## src/rtl/pio_cmd_responder.sv

```systemverilog
// HPS parallel-I/O mailbox responder: decodes a toggle-handshaked command word,
// executes it against a small scratch register file, the switches and the LEDs.
module pio_cmd_responder #(
   parameter int NREGS = 8
) (
   input  logic        clk,
   input  logic        reset,
   input  logic [31:0] pp_out,
   output logic [31:0] pp_in,
   input  logic [9:0]  sw,
   output logic [8:0]  led
);

   localparam int AW = (NREGS > 1) ? $clog2(NREGS) : 1;

   typedef enum logic [1:0] {
      S_IDLE,
      S_EXEC,
      S_RESP
   } state_e;

   typedef enum logic [2:0] {
      OP_NOP   = 3'd0,
      OP_WR    = 3'd1,
      OP_RD    = 3'd2,
      OP_SW    = 3'd3,
      OP_ADD   = 3'd4,
      OP_DELAY = 3'd5,
      OP_LED   = 3'd6,
      OP_ILL   = 3'd7
   } op_e;

   typedef enum logic [1:0] {
      ST_OK       = 2'b00,
      ST_BAD_OP   = 2'b01,
      ST_BAD_ADDR = 2'b10
   } status_e;

   state_e        state_q, state_d;
   logic [31:0]   pp_out_q;
   logic          req_q, req_d;
   op_e           op_q, op_d;
   logic [3:0]    addr_q, addr_d;
   logic [23:0]   data_q, data_d;
   logic [23:0]   cnt_q, cnt_d;
   logic [23:0]   result_q, result_d;
   status_e       status_q, status_d;
   logic [31:0]   pp_in_q, pp_in_d;
   logic [8:0]    led_q, led_d;
   logic [23:0]   regs_q [NREGS];

   logic          reg_we;
   logic [23:0]   reg_wdata;
   logic [AW-1:0] reg_idx;
   logic          addr_ok;
   logic [23:0]   reg_rdata;
   logic [23:0]   reg_sum;
   op_e           new_op;

   assign reg_idx   = addr_q[AW-1:0];
   assign addr_ok   = ({28'd0, addr_q} < 32'(NREGS));
   assign reg_rdata = regs_q[reg_idx];
   assign reg_sum   = reg_rdata + data_q;
   assign new_op    = op_e'(pp_out_q[30:28]);

   // NOTE: every output of this block gets a default first, so no path through
   // the case statements can leave a signal unassigned and infer a latch.
   always_comb begin
      state_d   = state_q;
      req_d     = req_q;
      op_d      = op_q;
      addr_d    = addr_q;
      data_d    = data_q;
      cnt_d     = cnt_q;
      result_d  = result_q;
      status_d  = status_q;
      pp_in_d   = pp_in_q;
      led_d     = led_q;
      reg_we    = 1'b0;
      reg_wdata = '0;

      case (state_q)
         S_IDLE: begin
            if (pp_out_q[31] != pp_in_q[31]) begin
               req_d      = pp_out_q[31];
               op_d       = new_op;
               addr_d     = pp_out_q[27:24];
               data_d     = pp_out_q[23:0];
               cnt_d      = (new_op == OP_DELAY) ? pp_out_q[23:0] : 24'd0;
               pp_in_d[30] = 1'b1;
               state_d    = S_EXEC;
            end
         end

         S_EXEC: begin
            if (cnt_q != 24'd0) begin
               cnt_d = cnt_q - 24'd1;
            end else begin
               status_d = ST_OK;
               result_d = '0;
               case (op_q)
                  OP_NOP: result_d = '0;
                  OP_WR: begin
                     if (addr_ok) begin
                        reg_we    = 1'b1;
                        reg_wdata = data_q;
                        result_d  = data_q;
                     end else begin
                        status_d = ST_BAD_ADDR;
                     end
                  end
                  OP_RD: begin
                     if (addr_ok) result_d = reg_rdata;
                     else         status_d = ST_BAD_ADDR;
                  end
                  OP_SW: result_d = {14'd0, sw};
                  OP_ADD: begin
                     if (addr_ok) begin
                        reg_we    = 1'b1;
                        reg_wdata = reg_sum;
                        result_d  = reg_sum;
                     end else begin
                        status_d = ST_BAD_ADDR;
                     end
                  end
                  OP_DELAY: result_d = data_q;
                  OP_LED: begin
                     led_d    = data_q[8:0];
                     result_d = {15'd0, data_q[8:0]};
                  end
                  default: status_d = ST_BAD_OP;
               endcase
               state_d = S_RESP;
            end
         end

         S_RESP: begin
            // All response fields, ACK included, land on the host in one edge.
            pp_in_d = {req_q, 1'b0, status_q, addr_q, result_q};
            state_d = S_IDLE;
         end

         default: state_d = S_IDLE;
      endcase
   end

   // NOTE: sequential state uses non-blocking assignments only, so every
   // register samples the pre-edge value of every other register.
   always_ff @(posedge clk or posedge reset) begin
      if (reset) begin
         state_q  <= S_IDLE;
         pp_out_q <= '0;
         req_q    <= 1'b0;
         op_q     <= OP_NOP;
         addr_q   <= '0;
         data_q   <= '0;
         cnt_q    <= '0;
         result_q <= '0;
         status_q <= ST_OK;
         pp_in_q  <= '0;
         led_q    <= '0;
      end else begin
         state_q  <= state_d;
         pp_out_q <= pp_out;
         req_q    <= req_d;
         op_q     <= op_d;
         addr_q   <= addr_d;
         data_q   <= data_d;
         cnt_q    <= cnt_d;
         result_q <= result_d;
         status_q <= status_d;
         pp_in_q  <= pp_in_d;
         led_q    <= led_d;
      end
   end

   // NOTE: the scratch file is small and the host relies on it reading zero
   // after an FPGA reset, so it is built from resettable flops, not a RAM.
   always_ff @(posedge clk or posedge reset) begin
      if (reset) begin
         for (int i = 0; i < NREGS; i++) regs_q[i] <= '0;
      end else if (reg_we) begin
         regs_q[reg_idx] <= reg_wdata;
      end
   end

   assign pp_in = pp_in_q;
   assign led   = led_q;

endmodule

```

## config.mk

```make
export PLATFORM = sky130hd
export DESIGN_NAME = pio_cmd_responder
export DESIGN_NICKNAME = d
export VERILOG_FILES = /design/src/rtl/pio_cmd_responder.sv
export SDC_FILE = /design/constraint.sdc
export NUM_CORES = 1
export LEC_CHECK = 0
export ABC_AREA = 1
export CAP_MARGIN = 20
export CORE_MARGIN = 2
export CORE_UTILIZATION = 56
export DETAILED_ROUTE_END_ITERATION = 7
export DONT_BUFFER_PORTS = 1
export PLACE_DENSITY_LB_ADDON = 0.3
export SETUP_SLACK_MARGIN = 0.5
export SLEW_MARGIN = 0
export SYNTH_ARGS = -nofsm -noshare
export SYNTH_HDL_FRONTEND = slang
export SYNTH_SLANG_ARGS = --single-unit
```

## constraint.sdc

```tcl
create_clock -name clk -period 14.1 [get_ports clk]
set_clock_uncertainty 0.1 [all_clocks]
set_input_delay 2.115 -clock clk [delete_from_list [all_inputs] [get_ports clk]]
set_output_delay 2.115 -clock clk [all_outputs]
set_load 0.01 [all_outputs]
```

==> results.md <==
Critical path:
- The cell that appears most often on the critical path is sky130_fd_sc_hd__nand2_1.
- The start-to-end type of the worst setup path is flip-flop to flip-flop.
- At the worst endpoint, the required time is 14,450 ps.
- In this design, the stage delay of the slowest critical-path cell is 670 ps.
- The worst setup path is launched from a flip-flop.
- Of all nets on the critical path, the largest fanout is 59.
- The worst register-to-register path ends at regs_q[136]$_DFFE_PP0P_.
- The worst reg2reg path depth is 20.
- The kind of cell with the highest combined delay along the critical path is buffers and inverters.
- The startpoint identified for the worst register-to-register timing path is addr_q[0]$_DFFE_PP0P_.
- The worst setup path is captured at a flip-flop.
- The buffer and inverter count on the worst path is 5.
- For flop-to-flop paths, the worst setup slack is 8670 ps.
- The cell with the biggest individual delay on the critical path is sky130_fd_sc_hd__clkinv_1.
- The signal on the critical path passes through buf_4 -> clkinv_1 -> buf_4 -> nand3_1 -> inv_1 -> nand2_1 -> nand2_1 -> nor2_1 -> o211ai_1 -> ha_1 -> nand2_1 -> inv_1 -> nand2_1 -> o21ai_0 -> nand2_1 -> nand3b_1 -> nand3_1 -> nand2_1 -> nand2_1 -> a21oi_1.
- Data on the critical path arrives at its endpoint at 5780 ps.

Yosys:
- The most common cell in the synthesized netlist is sky130_fd_sc_hd__nand2_1.
- In the synthesized netlist, the number of instances is 2,170.
- The synthesized design contains 0 enable-type register cells.
- The portion of synthesized cell area occupied by the leading cell type is 51.0%.
- The flip-flop cell with the highest count after synthesis is sky130_fd_sc_hd__dfrtp_1.
- The register bit count reported by yosys is 349.
- During synthesis, Yosys emitted a total of 0 warnings.
- For this run, asynchronously set or reset flops after synthesis account for 100%.
- The mean area per synthesized cell is 7.88 sq um.
- The largest total area in the synthesized netlist belongs to sky130_fd_sc_hd__dfrtp_1.
- Yosys mapped the design onto 42 distinct sky130hd cell types.
- By count the netlist is led by 634 x sky130_fd_sc_hd__nand2_1, 349 x sky130_fd_sc_hd__dfrtp_1, 251 x sky130_fd_sc_hd__nor2_1.
- The cell area that synthesis handed to floorplanning was 17,100 sq um.
- The synthesized netlist net count is 2,239.
- Of the synthesized area, sequential elements account for 51.0%.
- By area the synthesized netlist is led by sky130_fd_sc_hd__dfrtp_1 51%, sky130_fd_sc_hd__nand2_1 14%, sky130_fd_sc_hd__o21ai_0 7.3%.

Floorplan:
- The starting utilization of the core area is 57.3%.
- The total number of placement rows is 63.
- The full die area is 32,000 sq um.
- The die span in x is 179 um.
- The floorplan step set the die height to 179 um.
- After floorplanning, the core was sized to cover 29,900 sq um.
- In this run the count of I/O pins placed on the die edge is 85.

Timing:
- The actual transition at the worst max-transition pin is 1100 ps.
- Setup violations remaining at the end of the flow were counted as 0.
- Setup slack closes at 8670 ps.
- The clock period minus final worst setup slack is 5430 ps.
- Headroom to the max-slew limit came out at 26.4%.
- Setup total negative slack on the finished layout was measured at 0 ps.
- The number of slew-limit violations in the final report came to 0.
- The number of hold violations in the final report came to 0.
- The maximum achievable frequency is 184 MHz.
- In the finished design, the share of the clock period the worst path needs comes to 38.5%.
- Setup repair after global routing left no endpoint under its margin.

Layout:
- After routing the design area is 18,600 sq um.
- The layout cell share with drive strength beyond 1 is 6.14%.
- The area growth from synthesis to layout is 8.93%.
- At the end of the flow the core is filled with cells to 62.4%.
- Summing all multi-input logic gate instances after layout gives 7250 sq um.
- After filler insertion, the fill cell instance count of the layout stands at 2,591.
- The number of nets in the finished design is 2,207.
- The area taken by flip-flops and latches is 8730 sq um.
- The non-filler instance count after layout is 2,556.

Min path:
- The number of cells on the worst hold path is 2.
- The worst min-delay path class is flip-flop to flip-flop.
- The launch instance of the worst min-delay path is result_q[10]$_DFFE_PP0P_.
- The worst hold path terminates at pp_in[10]$_DFFE_PP0P_.

Power and ir drop:
- Summed over all cells, the static leakage comes to 0.00938 uW.
- The worst voltage drop across the vdd grid is 136 uV.
- The clock share of power is 30.3%.
- The net load switching power is 1310 uW.
- Internal power comes to 2020 uW.
- Sequential cells burn 36.1% of the power.
- Of the total power, combinational logic draws 33.5%.
- In this run switching power makes up 39.4% of total power.
- The power density over cell area is 179 nW/um^2.

Routing:
- In the routed layout, each cell is associated on average with a via count of 5.74.
- The total vias in the final route is 14,700.
- The final wirelength is 48,500 um.
- The detail route stage leaves a number of antenna-violating nets equal to 0.
- The first detailed-routing pass ran for 6 iterations.
- The routed wirelength normalized by instance count is 19.0 um.
- The first routing iteration left 1,273 violations.
- After detailed routing, the number of remaining DRC violations is 0.

GRT:
- Global routing used 42.3% of the available met1 tracks.
- The first-pass GRT wire length is 76,200 um.
- The number of antenna violations at the first check in global routing came to 2.
- Entering global routing, the biggest net connects 124 pins.
- The routing usage on met3 is 4.77%.
- For this run, the total global-route usage over all layers was measured as 31.0%.
- The remaining global-route overflow is 0.
- The layer flagged by global routing as most heavily used is met2.
- The via count of the first global-routing pass was 13,900.
- In the global route stage, met2 resource usage came out at 50.2%.

CTS:
- The clock latency on the worst-skew pair is 540 ps.
- For this design, the CTS-stage hold fixing added 0 buffers.
- Clock tree synthesis found a total of 349 sinks.
- The count of cells resized by post-cts repair is 0.
- The register clock-pin slew on the reported worst setup and hold paths is 60 ps.
- The clock root buffer master is sky130_fd_sc_hd__clkbuf_16.
- The number of buffers inserted during clock tree synthesis is 38.
- TritonCTS built the clock tree.
- In this run the post-CTS setup repair buffer count came out at 0.
- In this run the number of H-tree levels came out at 2.
- The longest clock path from root to sink contains 3 buffers.

Placed design:
- Prior to clock tree synthesis, the placed netlist has a worst setup slack of 8790 ps.
- The total instance count after detailed placement is 2,487.
- The routability-driven placement congestion ratio is 0.941.
- The count of buffers from port buffering is 0.
- The placed instances occupy a cell area of 17,300 sq um.
- The HPWL after detailed placement is 33,200 um.

Status:
- The run finished with clean final reports.

Job:
- The max capacitance violation total is 0.
## worst register-to-register path, cell delays in order (launching register included)
cell                       delay [ps]
sky130_fd_sc_hd__dfrtp_2          350
sky130_fd_sc_hd__buf_4            540
sky130_fd_sc_hd__clkinv_1         690
sky130_fd_sc_hd__buf_4            480
sky130_fd_sc_hd__nand3_1          150
sky130_fd_sc_hd__inv_1            420
sky130_fd_sc_hd__nand2_1          200
sky130_fd_sc_hd__nand2_1           70
sky130_fd_sc_hd__nor2_1           100
sky130_fd_sc_hd__o211ai_1         130
sky130_fd_sc_hd__ha_1             390
sky130_fd_sc_hd__nand2_1          100
sky130_fd_sc_hd__inv_1             80
sky130_fd_sc_hd__nand2_1          110
sky130_fd_sc_hd__o21ai_0          560
sky130_fd_sc_hd__nand2_1          140
sky130_fd_sc_hd__nand3b_1         120
sky130_fd_sc_hd__nand3_1          100
sky130_fd_sc_hd__nand2_1          130
sky130_fd_sc_hd__nand2_1          190
sky130_fd_sc_hd__a21oi_1          220
## worst max-delay path by stage
| stage | start | slack [ps] | endpoint | cells after the start |
|---|---|---|---|---|
| floorplan | reset | 2210 | addr_q[0]$_DFFE_PP0P_ | 1 |
| global placement | addr_q[0]$_DFFE_PP0P_ | 8930 | regs_q[182]$_DFFE_PP0P_ | 20 |
| detailed placement | addr_q[0]$_DFFE_PP0P_ | 8790 | regs_q[158]$_DFFE_PP0P_ | 20 |
| CTS | addr_q[0]$_DFFE_PP0P_ | 8780 | regs_q[38]$_DFFE_PP0P_ | 20 |
| global route | addr_q[0]$_DFFE_PP0P_ | 8260 | regs_q[137]$_DFFE_PP0P_ | 20 |
| finish | addr_q[0]$_DFFE_PP0P_ | 8670 | regs_q[136]$_DFFE_PP0P_ | 20 |
## power groups by stage
stage / Clock [uW] / Combinational [uW] / Sequential, uW
after global routing: 1060 / 1240 / 1210
final: 1010 / 1120 / 1200
after global placement: 0 / 1080 / 1210
after detailed placement: 0 / 1100 / 1210
after floorplan: 0 / 785 / 1170
after CTS: 1020 / 1100 / 1200
## state kept, by name, summed over array words and instances, names as in the netlist, 4 cells and up
signal,cells
pp_out_q,32
cnt_q,24
pp_in,32
result_q,24
addr_q,4
led,9
data_q,24
regs_q,192
## layer usage
layer	part of all wire, %	vias up
li1	-	6978
met1	43	7078
met2	47	540
met3	6.7	81
met4	3.4	0
met5	0	-
## area by class of cell
class | instances | share of cell area, %
diodes | 1 | 0.0134
clock buffers | 53 | 5.95
clock inverters | 14 | 0.886
inverters | 185 | 3.77
multi-input cells | 1542 | 38.9
flip-flops and latches | 349 | 46.9
well taps | 390 | 2.62
repair buffers | 22 | 0.994
## cells by family (layout without fill, tap and decap cells)
family	after synthesis	after routing	synth area share, %
and+or+nand+nor	1044	1044	25.3
AOI/OAI and AO/OA	455	455	14.2
DFF	349	349	51.0
buffers and inverters	279	274	6.59
adders and majority gates	25	25	1.87
xor gates and xnor gates	13	13	0.666
muxes	5	5	0.329
other	0	1	0
## stage by stage
| stage | hold WS, ps | power (uW) |
|---|---|---|
| 2_1_floorplan | 330 | 1960 |
| 4_1_cts | 373 | 3320 |
| 3_3_place_gp | 356 | 2290 |
| 6_report | 371 | 3330 |
| 3_5_place_dp | 361 | 2310 |
| 5_1_grt | 386 | 3520 |
## cell usage in the layout, fill, tap and decap left out, types with 2 or more instances in the layout
cell type / count
sky130_fd_sc_hd__nand2_2: 2
sky130_fd_sc_hd__o311ai_0: 2
sky130_fd_sc_hd__clkbuf_16: 39
sky130_fd_sc_hd__nor2_2: 5
sky130_fd_sc_hd__dfrtp_1: 348
sky130_fd_sc_hd__inv_6: 4
sky130_fd_sc_hd__clkbuf_1: 6
sky130_fd_sc_hd__clkinv_2: 5
sky130_fd_sc_hd__buf_4: 21
sky130_fd_sc_hd__o22ai_1: 3
sky130_fd_sc_hd__mux2_2: 5
sky130_fd_sc_hd__ha_1: 24
sky130_fd_sc_hd__clkinv_1: 3
sky130_fd_sc_hd__or2_2: 14
sky130_fd_sc_hd__a21oi_1: 146
sky130_fd_sc_hd__nand3b_1: 6
sky130_fd_sc_hd__o21ai_0: 249
sky130_fd_sc_hd__nand4_1: 23
sky130_fd_sc_hd__nand4_4: 2
sky130_fd_sc_hd__o31ai_1: 2
sky130_fd_sc_hd__a22oi_1: 23
sky130_fd_sc_hd__bufinv_16: 3
sky130_fd_sc_hd__clkbuf_8: 8
sky130_fd_sc_hd__nor2_1: 250
sky130_fd_sc_hd__nor3_1: 11
sky130_fd_sc_hd__a31oi_1: 2
sky130_fd_sc_hd__nand3_1: 83
sky130_fd_sc_hd__inv_1: 174
sky130_fd_sc_hd__o211ai_1: 24
sky130_fd_sc_hd__xor2_1: 13
sky130_fd_sc_hd__inv_2: 7
sky130_fd_sc_hd__nand2_1: 634
sky130_fd_sc_hd__nor2_4: 8
sky130_fd_sc_hd__clkinvlp_4: 2
(Power assumes the default switching activity.)
